<file path="config.mk">
export PLATFORM = sky130hd
export DESIGN_NAME = spi_sram_master
export DESIGN_NICKNAME = d
export VERILOG_FILES = /design/src/rtl/spi_sram_pkg.sv /design/src/rtl/spi_sram_sclk_gen.sv /design/src/rtl/spi_sram_master.sv
export SDC_FILE = /design/constraint.sdc
export NUM_CORES = 1
export LEC_CHECK = 0
export ABC_CLOCK_PERIOD_IN_PS = 2610
export CAP_MARGIN = 40
export CORE_MARGIN = 5
export CORE_UTILIZATION = 45
export DETAILED_ROUTE_END_ITERATION = 16
export PLACE_DENSITY_LB_ADDON = 0.12
export SYNTH_ARGS = -nofsm -noshare
export SYNTH_HDL_FRONTEND = slang
export SYNTH_SLANG_ARGS = --single-unit
export TNS_END_PERCENT = 5
</file>
<file path="constraint.sdc">
create_clock -name clk -period 2.61 [get_ports clk]
set_input_delay 0.6525 -clock clk [delete_from_list [all_inputs] [get_ports clk]]
set_output_delay 0.6525 -clock clk [all_outputs]
set_load 0.02 [all_outputs]
</file>
<file path="src/rtl/spi_sram_pkg.sv">
// Shared command codes, FSM encoding and frame-length helper for the SPI SRAM master.
package spi_sram_pkg;

  localparam logic [7:0] CMD_READ  = 8'h03;
  localparam logic [7:0] CMD_WRITE = 8'h02;

  typedef enum logic [2:0] {
    IDLE = 3'd0,
    CMD  = 3'd1,
    ADDR = 3'd2,
    DATA = 3'd3,
    GAP  = 3'd4,
    DONE = 3'd5
  } state_e;

  // Total serial bits per frame: command byte, address, data bytes.
  function automatic int unsigned calc_nbits(input int unsigned addr_width,
                                             input int unsigned data_bytes);
    return 8 + addr_width + 8 * data_bytes;
  endfunction

endpackage

</file>
<file path="src/rtl/spi_sram_sclk_gen.sv">
// SPI mode-0 clock divider: sclk idles low, toggles every CLK_DIV cycles while enabled.
module spi_sram_sclk_gen #(
  parameter int unsigned CLK_DIV = 1
) (
  input  logic clk,
  input  logic rst_n,
  input  logic i_en,
  output logic o_sclk,
  output logic o_rise,
  output logic o_fall
);

  localparam int unsigned CW = (CLK_DIV > 1) ? $clog2(CLK_DIV) : 1;

  logic [CW-1:0] r_cnt;
  logic          r_sclk;
  logic          w_wrap;

  // Strobes announce the edge at which sclk changes, so users act on the same clk edge.
  assign w_wrap = i_en && (r_cnt == CW'(CLK_DIV - 1));
  assign o_rise = w_wrap && !r_sclk;
  assign o_fall = w_wrap && r_sclk;
  assign o_sclk = r_sclk;

  always_ff @(posedge clk or negedge rst_n) begin
    if (!rst_n) begin
      r_cnt  <= '0;
      r_sclk <= 1'b0;
    end else if (!i_en) begin
      r_cnt  <= '0;
      r_sclk <= 1'b0;
    end else if (w_wrap) begin
      r_cnt  <= '0;
      r_sclk <= ~r_sclk;
    end else begin
      r_cnt <= r_cnt + 1'b1;
    end
  end

endmodule

</file>
<file path="src/rtl/spi_sram_master.sv">
// SPI mode-0 master for a 23LC-class serial SRAM: READ/WRITE bursts with parametrised geometry.
module spi_sram_master
  import spi_sram_pkg::*;
#(
  parameter int unsigned ADDR_WIDTH = 24,
  parameter int unsigned DATA_BYTES = 1,
  parameter int unsigned CLK_DIV    = 1
) (
  input  logic                    clk,
  input  logic                    rst_n,
  input  logic                    i_start,
  input  logic                    i_write,
  input  logic [ADDR_WIDTH-1:0]   i_addr,
  input  logic [8*DATA_BYTES-1:0] i_wdata,
  output logic [8*DATA_BYTES-1:0] o_rdata,
  output logic                    o_busy,
  output logic                    o_done,
  output logic                    sram_cs,
  output logic                    sram_sclk,
  output logic                    sram_mosi,
  input  logic                    sram_miso
);

  localparam int unsigned N   = calc_nbits(ADDR_WIDTH, DATA_BYTES);
  localparam int unsigned DW  = 8 * DATA_BYTES;
  localparam int unsigned BCW = $clog2(N + 1);
  localparam int unsigned GW  = (CLK_DIV > 1) ? $clog2(CLK_DIV) : 1;

  state_e          r_state;
  logic            r_write;
  logic [N-1:0]    r_shift;
  logic [BCW-1:0]  r_bit_cnt;
  logic [GW-1:0]   r_gap_cnt;
  logic [DW-1:0]   r_rx;
  logic [DW-1:0]   r_rdata;
  logic [BCW-1:0]  w_bit_nxt;
  logic            w_active;
  logic            w_rise;
  logic            w_fall;
  logic [DW-1:0]   w_wdata_ser;
  logic [DW-1:0]   w_rx_par;

  assign w_active  = (r_state == CMD) || (r_state == ADDR) || (r_state == DATA);
  assign w_bit_nxt = r_bit_cnt + 1'b1;

  // Byte j sits at bits [8j+7:8j] but goes on the wire j-th, so serial order is byte-reversed.
  always_comb begin
    w_wdata_ser = '0;
    w_rx_par    = '0;
    for (int unsigned j = 0; j < DATA_BYTES; j++) begin
      w_wdata_ser[8*(DATA_BYTES-1-j) +: 8] = i_wdata[8*j +: 8];
      w_rx_par[8*j +: 8]                   = r_rx[8*(DATA_BYTES-1-j) +: 8];
    end
  end

  spi_sram_sclk_gen #(
    .CLK_DIV(CLK_DIV)
  ) u_sclk_gen (
    .clk   (clk),
    .rst_n (rst_n),
    .i_en  (w_active),
    .o_sclk(sram_sclk),
    .o_rise(w_rise),
    .o_fall(w_fall)
  );

  always_ff @(posedge clk or negedge rst_n) begin
    if (!rst_n) begin
      r_state   <= IDLE;
      r_write   <= 1'b0;
      r_shift   <= '0;
      r_bit_cnt <= '0;
      r_gap_cnt <= '0;
      r_rx      <= '0;
      r_rdata   <= '0;
    end else begin
      unique case (r_state)
        IDLE: begin
          if (i_start) begin
            r_state   <= CMD;
            r_write   <= i_write;
            r_bit_cnt <= '0;
            // Read frames carry zeros in the data slot, which keeps MOSI low during DATA.
            r_shift   <= {(i_write ? CMD_WRITE : CMD_READ), i_addr,
                          (i_write ? w_wdata_ser : {DW{1'b0}})};
          end
        end
        CMD, ADDR, DATA: begin
          if (w_rise && (r_state == DATA) && !r_write) begin
            r_rx <= {r_rx[DW-2:0], sram_miso};
          end
          if (w_fall) begin
            r_shift   <= {r_shift[N-2:0], 1'b0};
            r_bit_cnt <= w_bit_nxt;
            if (w_bit_nxt == BCW'(N)) begin
              r_state   <= GAP;
              r_gap_cnt <= '0;
            end else if (w_bit_nxt == BCW'(8 + ADDR_WIDTH)) begin
              r_state <= DATA;
            end else if (w_bit_nxt == BCW'(8)) begin
              r_state <= ADDR;
            end
          end
        end
        GAP: begin
          if (r_gap_cnt == GW'(CLK_DIV - 1)) begin
            r_state <= DONE;
            if (!r_write) r_rdata <= w_rx_par;
          end else begin
            r_gap_cnt <= r_gap_cnt + 1'b1;
          end
        end
        DONE:    r_state <= IDLE;
        default: r_state <= IDLE;
      endcase
    end
  end

  assign sram_cs   = ~w_active;
  assign sram_mosi = r_shift[N-1];
  assign o_busy    = (r_state != IDLE) && (r_state != DONE);
  assign o_done    = (r_state == DONE);
  assign o_rdata   = r_rdata;

endmodule

</file>
Word level (Yosys, flattened, before mapping):

Cells that the tools add are included.

* output and inout port bits: 13
* flip-flop bits (word level): 69
* logic and storage cells: 76
* bits of input ports: 37

* add/subtract/negate cells: 3
* equality and inequality tests: 15
* mux-type cells: 23
* reduce and logical (&&, ||, !) cells: 21
* bitwise logic cells: 5

Operator list (count)
* $mux 40: 2
* $pmux 40 s2: 1
* $mux 3: 6
* $eq 6x6->1 const B: 2
* $mux 6: 2
* $pmux 6 s2: 1
* $pmux 3 s3: 1
* $reduce_and 3->1: 3
* $mux 1: 8
* $mux 8: 1
* $ne 2x2->1 const B: 4
* $add 6x1->6 const B: 1
* $eq 3x2->1 const B: 2
* $eq 3x3->1 const B: 2
* $eq 6x4->1 const B: 1
* $logic_and 1x1->1: 6
* $not 1->1: 5
* $ne 4x4->1 const B: 1
* $reduce_and 2->1: 2
* $reduce_and 4->1: 1
* $reduce_bool 2->1: 2
* $eq 3x1->1 const B: 1
* $logic_not 3->1: 1
* $ne 3x3->1 const B: 1
* other kinds (7): 10

Longest topological paths before layout:

Gate-level depths: netlist of the first run.

* depth after elaboration: 8
* depth in mapped cells: 6
* depth with buffers taken out: 5

Modules after synthesis:

A second synthesis of the first run with hierarchy kept.

* cells, all modules: 326
* area, all modules: 3110.5 um^2

By module, submodules not included
* spi_sram_master: seq. area each 1651.6 um^2, cells an instance 319, area each 3024.2 um^2, instances 1
* spi_sram_sclk_gen: seq. area each 50.0 um^2, cells an instance 7, area each 86.3 um^2, instances 1

Worst setup path before layout of the first run:

OpenSTA, ideal clock, no wires.

* kind: flip-flop to output port
* start point: register r_state[2]
* end point: output o_done
* buffers on the path: 2
* arrival: 1.240 ns
* required time: 1.957 ns
* slack: 0.717 ns
* stages on the path, launching flop included: 5
* cell sequence: dfrtp_1 -> clkbuf_1 -> clkbuf_1 -> nand2_1 -> nor2_1

* word-level cells in the longest chain between the ends: 1

Ends and longest elaborated chain
* from (decl): line spi_sram_master.sv:29 `state_e r_state;`
* from (signal assigned): line spi_sram_master.sv:69 `r_state <= IDLE;`
* from (signal assigned): line spi_sram_master.sv:80 `r_state <= CMD;`
* from (signal assigned): line spi_sram_master.sv:96 `r_state <= GAP;`
* $eq 3x3->1: line spi_sram_master.sv:122 `assign o_done = (r_state == DONE);`
* to (decl): line spi_sram_master.sv:17 `output logic o_done,`

Every way passes these cells.

Worst setup path in the final report of the first run:

* start point: register r_state[2]
* end point: output sram_cs

* word-level cells in the longest chain between the ends: 4
* elaborated cells on any way between the ends: 6
* classes of those cells: 3 x eq/ne; 1 x bitwise; 2 x reduce/logical

Ends and longest elaborated chain
* $eq 3x1->1 or $eq 3x2->1 (tied branches): line spi_sram_master.sv:43 `assign w_active = (r_state == CMD) || (r_state == ADDR) || (r_state == DATA);`
* $logic_or 1x1->1: line spi_sram_master.sv:43
* $logic_or 1x1->1 *: line spi_sram_master.sv:43
* $not 1->1 *: line spi_sram_master.sv:119 `assign sram_cs = ~w_active;`
* to (decl): line spi_sram_master.sv:18 `output logic sram_cs,`

Mark *: on every way between the ends. The rest lies on a longest branch, timed or not.

==> results.yml, run 1 <==
logic_synthesis:
  synth.largest_area_cell: "dfrtp_1"
  synth_common_cells: "68 x dfrtp_1, 56 x o21ai_0, 25 x mux2_2, 25 x mux2i_1, 21 x nand2_1"
  syn_avg_cell_area_sq_um: 11.23
  synth_edf_count: 0
  yosysMostFrequentCell: "dfrtp_1"
  synth_nets: 319
  netlist_top_cells_area: "dfrtp_1 54%, mux2_2 9.0%, o21ai_0 8.9%"
  syn_area_sq_um: 3143
  synth_top_area_share_pct: 54.14
  synth-seq-cells: 68
  synthArstFlopShare_pct: 100.0
  synthCells: 280
  ys_seq_area_share_pct: 54.14
  ys.warnings.count: 0
  synth_flop_cell: "dfrtp_1"
  ys_types: 40
grt:
  grt_max_degree: 38
  overflow: 0
  globalRouteTotalUtil_pct: 16.07
  grt_pass1_vias: 2243
  grt_first_pass_wirelength_um: 11070
  antenna_found_initial: 0
timing:
  tns_ns: 0
  post-route-period-util_pct: 95.74
  hold_slack_ns: 0.3411
  hold_viol_final: 0
  layout_min_cycle_time_ns: 2.499
  worst_clock_skew_ns: 0.01437
  setup_viol: 0
  drv_slew: 0
  grt_setup_unrepaired: "false"
  worst_pin_slew_ns: 0.6973
  maxSlewHeadroom_pct: 53.34
  max_freq_mhz: 400.2
floorplanning:
  core_area_sq_um: 6794
  initial_core_util_pct: 46.26
  pin_count: 50
  dieWidth_um: 93.58
  rows: 30
  die_h_um: 93.58
  die_area_sq_um: 8756
worst_setup_path:
  crit_family: "buffers and inverters"
  worst_path_max_delay_cell: "clkdlybuf4s50_1"
  worstSetupEndpointType: "primary output"
  cp_cell_sequence: "buf_4 > o21ba_2 > inv_2 > clkdlybuf4s50_1"
  startpoint: "r_state[2]$_DFFE_PN0P_"
  start_kind: "register"
  rr_startpoint: "r_state[2]$_DFFE_PN0P_"
  cpPeakStageDelay_ns: 0.60
  path_class: "register to primary output"
  worstPathArrival_ns: 1.85
  crit_required_ns: 1.96
  critPathMaxFanout: 14
  path_buf_inv: 3
finish:
  final_cells: 429
  nets: 367
  final_util_pct: 58.05
  nFillCells: 602
  multi_input_area_sq_um: 1340
  register_area_sq_um: 1703
  antenna_cells: 0
  syn2layout_area_growth_pct: 25.48
  drive_above_1_share_pct: 17.72
cts:
  clock_latency_ns: 0.34
  clock_sinks: 68
  cts_max_path_buffers: 2
  cts.clk_slew.worst_paths_ns: 0.07
  cts_buffers: 9
  cts-resized-gates: 0
  htreeDepth: 3
  cts_tree: "done"
  root_buffer: "clkbuf_8"
  postCtsSetupBuffers: 0
  hold_buffers: 0
detailed_routing:
  via_per_inst: 5.235
  drt-pass1-iter-count: 4
  vias: 2246
  antenna_left: 0
  drtIter0Drc: 129
  totalWireLength_um: 6625
  wire_per_inst_um: 15.44
  route.detailed.drc: 0
place:
  io_buffers: 49
  gp_congestion: 0.7774
  dp_hpwl_um: 4429
  placed_cells: 413
hold_path:
  hold_path.class: "input pin to async pin"
power:
  ir_drop_uv: 420.4
  power_density_nw_per_um2: 772.7
  leakagePower_nw: 1.703
outcome:
  status: "finished clean"
flow_run:
  drv_cap: 0
==> power by group <==
group | internal, mW | switching (mW) | leakage (nW)
sequential | 1.31 | 0.175 | 0.914
clock | 0.544 | 0.420 | 0.114
combinational | 0.310 | 0.285 | 0.675
==> layer usage <==
layer	up-vias	track usage (%)	wire [um]
li1	1098	-	-
met1	1088	22.98	3293
met2	56	24.06	2936
met3	4	3.218	347
met4	0	6.137	46
met5	-	0	0
==> kinds of logic (layout without fill, tap and decap cells) <==
family                   count (synthesis)  after routing  share of synthesized area, %
AO/OA/AOI/OAI                           77             77                         14.49
XOR/XNOR                                 5              5                         1.393
adder cells (fa/ha/maj)                  2              2                        0.7961
buffers and inverters                   22             75                         3.344
flip-flops                              68             68                         54.14
multiplexers                            50             50                         16.92
other                                    1              1                        0.1193
AND/OR/NAND/NOR                         55             55                         8.799
==> stage by stage <==
step,setup slack (ns),cell area [sq um],power [mW]
detailed placement,0.2949,3719,2.106
global route,0.04196,3944,3.235
global placement,0.3214,3719,2.091
finish,0.1112,3944,3.047
CTS,0.02632,3943,3.076
floorplan,0.7171,3143,1.879
==> sequential cells by signal (all words and copies together), names as in the netlist <==
| signal | count |
|---|---|
| r_shift | 40 |
| r_rx | 8 |
| u_sclk_gen.r_cnt | 1 |
| r_state | 3 |
| u_sclk_gen.o_sclk | 1 |
| r_bit_cnt | 6 |
| r_write | 1 |
| o_rdata | 8 |
==> cell type report <==
cell class | count | share of cell area, %
multi-input cells | 190 | 33.98
well taps | 96 | 3.046
clock inverters | 7 | 2.538
inverters | 1 | 0.09518
clock buffers | 9 | 3.141
flip-flops and latches | 68 | 43.18
repair buffers | 58 | 14.02
==> worst reg2reg max path: stages (launching register included) <==
cell,delay (ns)
dfrtp_2,0.43
buf_4,0.21
o21ba_2,0.19
inv_2,0.08
buf_4,0.46
nor3_1,0.13
o31ai_1,0.21
o21ai_0,0.11
==> cell usage in the layout, fill, tap and decap left out, drive strengths merged, types with 2 or more instances in the layout <==
master / n
dfrtp: 68
o21ai: 57
clkdlybuf4s50: 48
mux2: 25
mux2i: 25
nand2: 21
nand3: 11
buf: 10
a22o: 9
clkbuf: 9
nor2: 9
xnor2: 4
clkinv: 4
nor3: 3
nor4b: 2
a311oi: 2
o31ai: 2
ha: 2
bufinv: 2
inv: 2
or2: 2
==> final timing paths <==
| path | slack [ns] | cells after the start | end |
|---|---|---|---|
| setup / recovery | 0.11 | 4 | sram_cs |
| hold / removal | 0.34 | 2 | r_shift[18]$_DFFE_PN0P_ |
| setup reg to reg | 0.67 | 7 | r_bit_cnt[3]$_DFFE_PN0P_ |
| hold reg to reg | 0.50 | 1 | r_shift[39]$_DFFE_PN0P_ |
| max in group asynchronous | 1.92 | 2 | r_shift[33]$_DFFE_PN0P_ |
| min in group clk | 0.50 | 1 | r_shift[39]$_DFFE_PN0P_ |
(Power assumes the default switching activity.)
==> run 2: changes to the inputs <==
--- a/config.mk
+++ b/config.mk
@@ -9,6 +9,7 @@
 export CAP_MARGIN = 40
 export CORE_MARGIN = 5
 export CORE_UTILIZATION = 45
+export CTS_CLUSTER_DIAMETER = 60
 export DETAILED_ROUTE_END_ITERATION = 16
 export PLACE_DENSITY_LB_ADDON = 0.12
 export SYNTH_ARGS = -nofsm -noshare
==> results of run 2 <==
Final layout, timing and power as in run 1 (identical DEF).
==> RTL edit, RTL diff (flow settings as in run 2) <==
Put a register stage on the outputs `o_busy`, `o_done`, `sram_cs` and `sram_mosi`, with the module's reset. The values now appear one clock later. The other outputs are not delayed to match.
--- a/src/rtl/spi_sram_master.sv
+++ b/src/rtl/spi_sram_master.sv
@@ -116,10 +116,19 @@
     end
   end
 
-  assign sram_cs   = ~w_active;
-  assign sram_mosi = r_shift[N-1];
-  assign o_busy    = (r_state != IDLE) && (r_state != DONE);
-  assign o_done    = (r_state == DONE);
+  always_ff @(posedge clk or negedge rst_n) begin
+    if (!rst_n) begin
+      o_busy    <= '0;
+      o_done    <= '0;
+      sram_cs   <= '0;
+      sram_mosi <= '0;
+    end else begin
+      o_busy    <= (r_state != IDLE) && (r_state != DONE);
+      o_done    <= (r_state == DONE);
+      sram_cs   <= ~w_active;
+      sram_mosi <= r_shift[N-1];
+    end
+  end
   assign o_rdata   = r_rdata;
 
 endmodule
Behaviour: not the same (Yosys sat finds a counterexample within 4 cycles, from zero or initial values and one cycle with rst_n low).
==> RTL edit against run 2 <==
Power increased by 6.0%; largest cell class unchanged; cell area grew 2.3%; wire length decreased by 4.7%; worst setup slack better by 0.40 ns; sequential cell count increased by 4; first-iteration DRC count down 7.8%; area after synthesis up 4.1%; sequential share of layout area is 1.5 points higher; critical path depth up 2.
==> RTL edit: results (changes against run 2) <==
| Metric | Value |
|---|---|
| Outcome | completed |
| Total Nets Final | 373 (+1.6%) |
| First-pass GRT wire length | 10740 um (-3.0%) |
| Leakage | 1.742 nW (+2.3%) |
| Tcrit/Tclk final | 0.8023 (-0.1551) |
| Clk_skew | 0.003321 ns (-0.01105 ns) |
| Worst Max-Slew Pin Slew | 0.6468 ns (-0.05051 ns) |
| Clk power | 0.745 mW (-23%) |
| Final hold slack | 0.3393 ns (-0.001770 ns) |
| Flop2flop setup slack | 0.72 ns (+0.05 ns) |
| Syn_nets | 324 (+1.6%) |
| Post-synthesis sequential area ratio | 0.5509 (+0.009479) |
| DRT Wirelength | 6316 um (-4.7%) |
| Routed len/inst | 14.52 um (-6.0%) |
| XOR/XNOR Fraction of Synth Area | 0.01607 (+0.002134) |
| RR Startpoint | r_state[0] |
| Slowest stage delay, CP | 0.47 ns (-0.13 ns) |
| Compound-gate portion of the synthesized area | 0.1477 (+0.002762) |
| Adder-cell share of the synthesized area | 0.007651 (-0.0003107) |
| Placed Cells | 422 (+2.2%) |
| Tot GR Track Use | 0.1513 (-0.009352) |
| Commonest cells post-synth | dfrtp_1 (72), o21ai_0 (55), mux2_2 (25), mux2i_1 (24), nand2_1 (18) |
| Crit path to | r_shift[35] |
| Layout cells sized above 1 | 0.1577 (-0.01944) |
| Switch share | 0.3066 (+0.01789) |
| Syn Inst Count | 285 (+1.8%) |
| Area post-placement | 3874 sq um (+4.2%) |
| Power in combinational cells | 0.906 mW (+52%) |
| Vias per inst | 5.271 (+0.68%) |
| Drt first-iter violations | 119 (-7.8%) |
| Largest net degree at the start of global routing | 46 (+21%) |
| Vias in the first global route | 2316 (+3.3%) |
| Cell Pwr Density | 800.6 nW/um^2 (+3.6%) |
| Netlist cell types | 36 (-10%) |
| Crit path max fanout | 34 (+20) |
| Max VDD drop | 325.3 uV (-23%) |
| Mux contribution to synthesized area | 0.1595 (-0.009662) |
| Fill cells | 654 (+8.6%) |
| R2R depth | 6 (-1) |
| Largest delay contributor family on the critical path | buffers and inverters |
| DP HPWL | 4387 um (-0.95%) |
| Pre-CTS WS | 0.1738 ns (-0.1211 ns) |
| Worst R2R End | r_shift[27] |
## RTL edit: cell count changes after synthesis, sizes merged, moves of 2 or more
cell          run 2  this run
nor2              9         4
dfrtp            68        72
inv               1         4
nand2            21        18
a31o              0         2
nand3            11        13
nor3              3         5
o21ai            57        55
xnor2             4         6
## RTL edit: layout make-up
class / instances / area (sq um) / area share
clock buffers: 12 / 155.1 / 0.03846
clock inverters: 1 / 5.005 / 0.001241
inverters: 4 / 15.01 / 0.003722
multi-input cells: 189 / 1343 / 0.3328
flip-flops and latches: 72 / 1802 / 0.4467
well taps: 99 / 123.9 / 0.03071
repair buffers: 58 / 590.6 / 0.1464
## RTL edit: layer usage
layer | global-route usage | wire, um | vias up
li1 | - | - | 1119
met2 | 0.2309 | 2858 | 42
met3 | 0.02999 | 265 | 12
met5 | 0 | 0 | -
met4 | 0.06851 | 107 | 0
met1 | 0.2084 | 3084 | 1120
